[src/rtl/color_period_meter_pkg.sv]
// Shared types for the colour-sensor period meter: channel enum, filter-select codes, FSM states.
package color_period_meter_pkg;

    typedef enum logic [1:0] {
        RED   = 2'd0,
        GREEN = 2'd1,
        BLUE  = 2'd2,
        CLEAR = 2'd3
    } chan_e;

    // Filter select codes driven on {S2,S3}
    localparam logic [1:0] CS_RED   = 2'b00;
    localparam logic [1:0] CS_GREEN = 2'b11;
    localparam logic [1:0] CS_BLUE  = 2'b01;
    localparam logic [1:0] CS_CLEAR = 2'b10;

    typedef enum logic [2:0] {
        ST_IDLE,
        ST_SETTLE,
        ST_ARM,
        ST_MEASURE,
        ST_REPORT
    } state_e;

    function automatic logic [1:0] cs_of(input chan_e c);
        case (c)
            RED:     cs_of = CS_RED;
            GREEN:   cs_of = CS_GREEN;
            BLUE:    cs_of = CS_BLUE;
            default: cs_of = CS_CLEAR;
        endcase
    endfunction

endpackage

[src/rtl/color_period_meter_edge_sync.sv]
// Two-flop synchroniser plus registered rising-edge detector for the sensor square wave.
// A rise on freq_i shows up as a one-cycle rise_o pulse three clocks later.
module edge_sync (
    input  logic clk,
    input  logic reset,
    input  logic freq_i,
    output logic rise_o
);

    logic [2:0] sync_q;
    logic       rise_q;

    always_ff @(posedge clk or posedge reset) begin
        if (reset) begin
            sync_q <= '0;
            rise_q <= 1'b0;
        end else begin
            sync_q <= {sync_q[1:0], freq_i};
            rise_q <= sync_q[1] & ~sync_q[2];
        end
    end

    assign rise_o = rise_q;

endmodule

[src/rtl/color_period_meter.sv]
// Cycles the sensor filters red/green/blue/clear and reports the freq period per channel.
// Optional macro COLOR_AVG_EN: each report is the mean of 4 consecutive periods.
module color_period_meter
    import color_period_meter_pkg::*;
#(
    parameter int PW      = 19,
    parameter int SETTLE  = 50000,
    parameter int MAX_CNT = 500000
) (
    input  logic          clk,
    input  logic          reset,
    input  logic          enable,
    input  logic          freq,
    output logic [1:0]    CS,
    output logic [PW-1:0] period,
    output logic [1:0]    chan,
    output logic          valid,
    output logic          timeout,
    output logic          diode_change
);

    localparam logic [PW-1:0] SETTLE_C = PW'(SETTLE);
    localparam logic [PW-1:0] MAX_C    = PW'(MAX_CNT);
    localparam logic [PW-1:0] ONE      = PW'(1);

    state_e        state_q, state_d;
    logic [PW-1:0] cnt_q, cnt_d, cnt_inc;
    chan_e         ch_q, ch_d, nxt_ch;
    chan_e         pchan_q, pchan_d;
    logic [1:0]    cs_q, cs_d;
    logic [PW-1:0] period_q, period_d;
    logic          to_q, to_d;
    logic          rise;
`ifdef COLOR_AVG_EN
    logic [PW+1:0] acc_q, acc_d, sum;
    logic [1:0]    nper_q, nper_d;
`endif

    edge_sync u_edge_sync (
        .clk    (clk),
        .reset  (reset),
        .freq_i (freq),
        .rise_o (rise)
    );

    // cnt_q holds the cycles elapsed since the reference point of the current state
    assign cnt_inc = (cnt_q == '1) ? cnt_q : cnt_q + ONE;
    assign nxt_ch  = chan_e'(ch_q + 2'd1);

    always_comb begin
        state_d  = state_q;
        cnt_d    = cnt_q;
        ch_d     = ch_q;
        cs_d     = cs_q;
        period_d = period_q;
        pchan_d  = pchan_q;
        to_d     = to_q;
`ifdef COLOR_AVG_EN
        acc_d    = acc_q;
        nper_d   = nper_q;
        sum      = acc_q + (PW+2)'(cnt_q);
`endif
        if (!enable && state_q != ST_REPORT) begin
            state_d = ST_IDLE;
        end else begin
            case (state_q)
                ST_IDLE: begin
                    state_d = ST_SETTLE;
                    cnt_d   = ONE;
                    ch_d    = RED;
                    cs_d    = CS_RED;
                end
                ST_SETTLE: begin
                    if (cnt_q >= SETTLE_C) begin
                        state_d = ST_ARM;
                        cnt_d   = ONE;
                    end else begin
                        cnt_d = cnt_inc;
                    end
                end
                ST_ARM: begin
                    if (rise) begin
                        state_d = ST_MEASURE;
                        cnt_d   = ONE;
`ifdef COLOR_AVG_EN
                        acc_d   = '0;
                        nper_d  = 2'd0;
`endif
                    end else if (cnt_q >= MAX_C) begin
                        state_d  = ST_REPORT;
                        period_d = '1;
                        to_d     = 1'b1;
                        pchan_d  = ch_q;
                    end else begin
                        cnt_d = cnt_inc;
                    end
                end
                ST_MEASURE: begin
                    // An edge in the timeout cycle takes priority over the timeout
                    if (rise) begin
`ifdef COLOR_AVG_EN
                        if (nper_q == 2'd3) begin
                            state_d  = ST_REPORT;
                            period_d = sum[PW+1:2];
                            to_d     = 1'b0;
                            pchan_d  = ch_q;
                        end else begin
                            acc_d  = sum;
                            nper_d = nper_q + 2'd1;
                            cnt_d  = ONE;
                        end
`else
                        state_d  = ST_REPORT;
                        period_d = cnt_q;
                        to_d     = 1'b0;
                        pchan_d  = ch_q;
`endif
                    end else if (cnt_q >= MAX_C) begin
                        state_d  = ST_REPORT;
                        period_d = '1;
                        to_d     = 1'b1;
                        pchan_d  = ch_q;
                    end else begin
                        cnt_d = cnt_inc;
                    end
                end
                ST_REPORT: begin
                    state_d = ST_SETTLE;
                    cnt_d   = ONE;
                    ch_d    = nxt_ch;
                    cs_d    = cs_of(nxt_ch);
                end
                default: state_d = ST_IDLE;
            endcase
        end
    end

    always_ff @(posedge clk or posedge reset) begin
        if (reset) begin
            state_q  <= ST_IDLE;
            cnt_q    <= '0;
            ch_q     <= RED;
            cs_q     <= CS_RED;
            period_q <= '0;
            pchan_q  <= RED;
            to_q     <= 1'b0;
`ifdef COLOR_AVG_EN
            acc_q    <= '0;
            nper_q   <= 2'd0;
`endif
        end else begin
            state_q  <= state_d;
            cnt_q    <= cnt_d;
            ch_q     <= ch_d;
            cs_q     <= cs_d;
            period_q <= period_d;
            pchan_q  <= pchan_d;
            to_q     <= to_d;
`ifdef COLOR_AVG_EN
            acc_q    <= acc_d;
            nper_q   <= nper_d;
`endif
        end
    end

    assign CS      = cs_q;
    assign period  = period_q;
    assign chan    = pchan_q;
    assign valid   = (state_q == ST_REPORT);
    assign timeout = (state_q == ST_REPORT) & to_q;
    // A restart from a non-red filter also changes CS, so it is flagged too
    assign diode_change = (state_q == ST_REPORT) |
                          ((state_q == ST_IDLE) & enable & (cs_q != CS_RED));

endmodule

[config.mk]
export PLATFORM = sky130hd
export DESIGN_NAME = color_period_meter
export DESIGN_NICKNAME = d
export VERILOG_FILES = /design/src/rtl/color_period_meter_pkg.sv /design/src/rtl/color_period_meter_edge_sync.sv /design/src/rtl/color_period_meter.sv
export SDC_FILE = /design/constraint.sdc
export NUM_CORES = 1
export LEC_CHECK = 0
export BUFFER_PORTS_ARGS = -buffer_cell sky130_fd_sc_hd__buf_2
export CAP_MARGIN = 20
export CORE_MARGIN = 2
export CORE_UTILIZATION = 40
export CTS_CLUSTER_SIZE = 24
export DETAILED_ROUTE_END_ITERATION = 16
export GPL_ROUTABILITY_DRIVEN = 0
export PLACE_DENSITY_LB_ADDON = 0.12
export RECOVER_POWER = 50
export SKIP_CTS_REPAIR_TIMING = 1
export SYNTH_ARGS = -nofsm -noshare
export SYNTH_HDL_FRONTEND = slang
export SYNTH_SLANG_ARGS = --single-unit
export TNS_END_PERCENT = 50
[constraint.sdc]
create_clock -name clk -period 3.1 [get_ports clk]
set_input_delay 0.31 -clock clk [delete_from_list [all_inputs] [get_ports clk]]
set_output_delay 0.31 -clock clk [all_outputs]
set_load 0.05 [all_outputs]
Word level (Yosys, flattened, before mapping)
Cells that the tools add are included.
{"block": "totals", "mem_bits_rw": 0, "rom_bits": 0, "out_inout_bits": 26, "memories": 0, "ff_bits": 52, "latchBits": 0, "input_bits": 4}
{"block": "op_classes", "n_reduce_logical": 12, "mux": 27, "n_lt_le_gt_ge": 2, "eq_ne": 11, "div": 0, "n_shift": 0, "addsub": 2, "n_mul": 0, "n_bitwise": 7}
{"cell": "$mux 19", "n": 8}
{"cell": "$pmux 19 s4", "n": 1}
{"cell": "$pmux 19 s2", "n": 1}
{"cell": "$add 19x1->19 const B", "n": 1}
{"cell": "$eq 19x19->1 const B", "n": 1}
{"cell": "$ge 19x16->1 const B", "n": 1}
{"cell": "$ge 19x19->1 const B", "n": 1}
{"cell": "$mux 3", "n": 5}
{"cell": "$pmux 2 s2", "n": 3}
{"cell": "$pmux 3 s4", "n": 1}
{"cell": "$eq 3x2->1 const B", "n": 2}
{"cell": "$mux 2", "n": 3}
{"cell": "$ne 3x3->1 const B", "n": 2}
{"cell": "$pmux 2 s3", "n": 1}
{"cell": "$reduce_and 3->1", "n": 2}
{"cell": "$reduce_bool 2->1", "n": 3}
{"cell": "$and 1x1->1", "n": 4}
{"cell": "$ne 2x2->1 const B", "n": 2}
{"cell": "$reduce_bool 4->1", "n": 1}
{"cell": "$eq 3x1->1 const B", "n": 1}
{"cell": "$eq 3x3->1 const B", "n": 1}
{"cell": "$logic_not 3->1", "n": 1}
{"cell": "$mux 1", "n": 3}
{"cell": "$add 2x1->2 const B", "n": 1}
{"cell": "other kinds (10)", "n": 11}

Logic depth before layout (Yosys ltp)
{"block": "logic_depth", "depth_word": 5, "ltp_mapped": 9}

Modules after synthesis
Synthesis repeated with hierarchy kept, for this count alone.
{"block": "hier_totals", "cells_unflattened": 258, "hier_area_um2": 2618.8}
{"module": "color_period_meter", "cells_per_inst": 252, "area_per_inst_um2": 2501.1, "instances": 1, "seq_area_each_um2": 1176.1}
{"module": "edge_sync", "cells_per_inst": 6, "area_per_inst_um2": 117.6, "instances": 1, "seq_area_each_um2": 100.1}

Least setup slack after synthesis
OpenSTA, ideal clock, no wires.
{"block": "synth_path", "path_type": "register to register", "start": "reg cnt_q[11]", "end": "reg cnt_q[12]", "stages_incl_launch_ff": 9, "arrival_ps": 2124, "slack_ps": 850, "required_time_ps": 2974, "path_buffers": 2, "period_less_slack_ps": 2250, "cell_sequence": "dfrtp_1 > buf_6 > or4_4 > nor4_4 > or3_2 > o22ai_4 > and2_4 > buf_6 > a221o_1"}
{"block": "synth_between", "elab_chain_len": 5}
{"element": "from (decl)", "line_no": "color_period_meter.sv:27", "source": "logic [PW-1:0] cnt_q, cnt_d, cnt_inc;"}
{"element": "from (signal assigned)", "line_no": "color_period_meter.sv:153", "source": "cnt_q <= cnt_d;"}
{"element": "$add 19x1->19 / $eq 19x19->1 (equally long branches)", "line_no": "color_period_meter.sv:47", "source": "assign cnt_inc = (cnt_q == '1) ? cnt_q : cnt_q + ONE;"}
{"element": "$mux 19", "line_no": "color_period_meter.sv:47"}
{"element": "$mux 19", "line_no": "color_period_meter.sv:89, color_period_meter.sv:118"}
{"element": "$mux 19, on equally long branches", "line_no": "color_period_meter.sv:100, color_period_meter.sv:82"}
{"element": "$pmux 19 s4 (*)", "line_no": "color_period_meter.sv:66", "source": "case (state_q)"}
Mark *: on every way between the ends. The rest lies on a longest branch, timed or not. The select of a mux whose other input is x is not followed.
A chain may end at the register's enable or synchronous reset.

Worst setup path in the final report
{"block": "layout_path", "start": "reg cnt_q[9]", "end": "reg cnt_q[5]"}
{"block": "layout_between", "elab_chain_len": 5}
{"element": "branches (longest 4 deep; another with $ge 19x19->1)"}
{"element": "$pmux 19 s4 (*)", "line_no": "color_period_meter.sv:66"}
Mark *: on every way between the ends. The select of a mux whose other input is x is not followed.

==> run metrics <==
status=complete, but fails checks; failing checks=max-capacitance violations, max-slew violations; die area=7144 um^2; syn_nets=258; drt first pass iters=4; Root Buffer=clkbuf_8; Worst-Skew Late Latency=0.30 ns; critical path class=flop to flop; CTS sink cnt=51; vias=2056; Slew headroom=-12.92%; fill count=622; Commonest cells post-synth=dfrtp_1 (51), nand2_1 (19), o22a_1 (19); # rows=29; number of synthesized flops with an enable pin=0; post-synthesis sequential area ratio=49.20%; ANT nets after route=0; worst path arrival time=2.77 ns; Final Max Tran Viols=33; sw frac=31.50%; H-tree depth=2; Cell variety after synth=53; Worst Setup End Kind=flop; Power Density=535.3 nW/um^2; leakage power=1.254 nW; post-synthesis simple-gate area fraction=19.10%; fmax=389.1 MHz; Worst Skew=0.005790 ns; CP startpoint=cnt_q[9]; detailed placement HPWL=4339 um; total gr overflow=0; Post-Synth XOR/XNOR Area=0%; fin crit period=2.570 ns; Comb power frac=17.5%; cell taking the most area after synthesis=dfrtp_1; adder-cell share of the synthesized area=0.9648%; die width=84.53 um; Worst-path clk slew=0.10 ns; RSZ-0062 raised after global routing=false; largest family of logic cells by synthesized area=compound AO/OA/AOI/OAI gates; crit path launch type=flop; Max-Cap Viols=1; Worst Tran Pin Value=1.694 ns; antenna cells=0; Cells after DPL=346; Synth-to-Final Area Change=11.43%; vias in the first global route=1965; Compound-Gate Fraction of Synth Area=23.93%; mux cell area share after synthesis=2.074%; Async S/R FF share, synth=100.0%; total CTS buffers=5; final wirelength=6106 um; sequential power share=50.1%; synthesis warning total=0; global-route wire length before repair=10330 um; most frequent cell after synthesis=dfrtp_1; part of the cycle the worst path needs=82.91%; TritonCTS clock tree=yes; critical path cell sequence=or4_1 > o21ai_1 > a21boi_2 > o22ai_4 > nand2_1 > o311ai_1; fin nets=282; initial core utilization=41.08%; 1st-iter DRT viols=176; synthesized area=2594 um^2; Clock Tree Buf Depth=2; Vias/cell=5.808; Setup TNS Final=0 ns; Fin. Hold Viols=0; final cell count without fillers=354; ys flop type=dfrtp_1; Synth top area share=49.20%; slowest stage cell, crit path=or4_1; min-delay src=freq; Syn Inst Count=252; final setup violation count=0; DRC violations left=0; worst min-delay path class=primary input to flop; share of cells above drive strength 1=15.16%; PortBufs=29; CP Max Fanout=19; CP max stage delay=0.54 ns; reg2reg start=cnt_q[9]; mean routed wirelength per cell=17.25 um; Max IR drop VDD=0.2527 mV; core footprint=6314 um^2; largest net degree at the start of global routing=33; GR Util All Layers=18.06%; P_sw=0.4874 mW; ranking of synthesized cells by area=dfrtp_1 (49%), o22a_1 (6.4%), nand2_1 (2.7%); CP required=3.30 ns; I/O pin cnt=30; antenna violations before repair=0; die height=84.53 um; Clock Power Share=32.4%; Avg Inst Size Synth=10.29 um^2; P_int=1.060 mW; Synth Register Bits=51
per-stage QoR:
stage / hold slack [ns] / util (%) / total power [mW] / worst slack [ns] / cell area (um^2)
CTS: 0.008371 / 46.02 / 1.565 / 0.5020 / 2905
finish: 0.1040 / 45.78 / 1.547 / 0.5298 / 2890
global route: 0.08421 / 45.78 / 1.626 / 0.2790 / 2890
global placement: 0.3336 / 44.09 / 1.058 / 0.6496 / 2784
floorplan: 0.3312 / - / 0.9929 / 0.8503 / 2594
detailed placement: 0.3386 / 44.09 / 1.064 / 0.5639 / 2784
logic make-up (layout without fill, tap and decap cells):
logic type / after synthesis / after routing
flip-flops: 51 / 51
AND/OR/NAND/NOR: 88 / 88
multiplexers: 5 / 5
adder cells (fa/ha/maj): 2 / 2
AO/OA/AOI/OAI: 80 / 80
buffers and inverters: 26 / 51
routing by layer:
layer / track usage, % / routed length, um / up-vias
li1: - / - / 998
met3: 3.147 / 199 / 2
met4: 4.185 / 30 / 0
met5: 0 / 0 / -
met1: 27.90 / 3086 / 1019
met2: 26.49 / 2790 / 37
final timing paths:
path	endpoint	slack (ns)	cells past startpoint
worst max-delay path	cnt_q[5]	0.53	6
worst min-delay path	u_edge_sync.sync_q[0]	0.10	1
worst max register to register	cnt_q[5]	0.53	6
worst min register to register	u_edge_sync.sync_q[1]	0.36	0
max in group asynchronous	cnt_q[15]	0.95	3
min in group asynchronous	period[7]	0.13	2
power groups by stage:
stage	clock (mW)	combinational [mW]	sequential, mW
after floorplan	0	0.148	0.845
after global placement	0	0.274	0.784
after detailed placement	0	0.277	0.787
after CTS	0.512	0.279	0.774
after global routing	0.542	0.297	0.787
final	0.501	0.271	0.776
registers in the layout, summed over array words and instances (netlist names):
register and count:
cnt_q 19, period 19, state_q 3, u_edge_sync.sync_q 3, CS 2, chan 2
ch_q 1, to_q 1, u_edge_sync.rise_o 1
layout make-up:
type | instances | area, um^2 | share of cell area (%)
clock buffers | 6 | 82.58 | 2.857
multi-input cells | 175 | 1195 | 41.34
well taps | 77 | 96.34 | 3.333
inverters | 9 | 33.78 | 1.169
clock inverters | 2 | 38.79 | 1.342
flip-flops and latches | 51 | 1276 | 44.16
repair buffers | 34 | 167.7 | 5.801
placed cells by master (no fill, tap or decap), types with 3 or more instances in the layout:
master / instances
a21o_1: 5
a21oi_1: 7
a221o_1: 4
a22o_1: 7
and3_1: 4
and4_1: 3
buf_2: 20
buf_4: 4
clkbuf_1: 10
clkbuf_8: 6
dfrtp_1: 51
inv_1: 9
mux2_2: 3
nand2_1: 19
nand2b_1: 5
nand3_1: 11
nand4_1: 9
nor2_1: 13
nor2b_1: 5
nor3_1: 4
o21a_1: 3
o21ai_0: 12
o22a_1: 19
o31a_1: 3
or3_1: 3
critical path: cells and delay by family (launching register included):
| family | cells | cell delay [ns] |
|---|---|---|
| AOI/OAI and AO/OA | 4 | 1.16 |
| and+or+nand+nor | 2 | 0.83 |
| DFF | 1 | 0.48 |
Note: power is estimated with default switching activity, not from simulation.
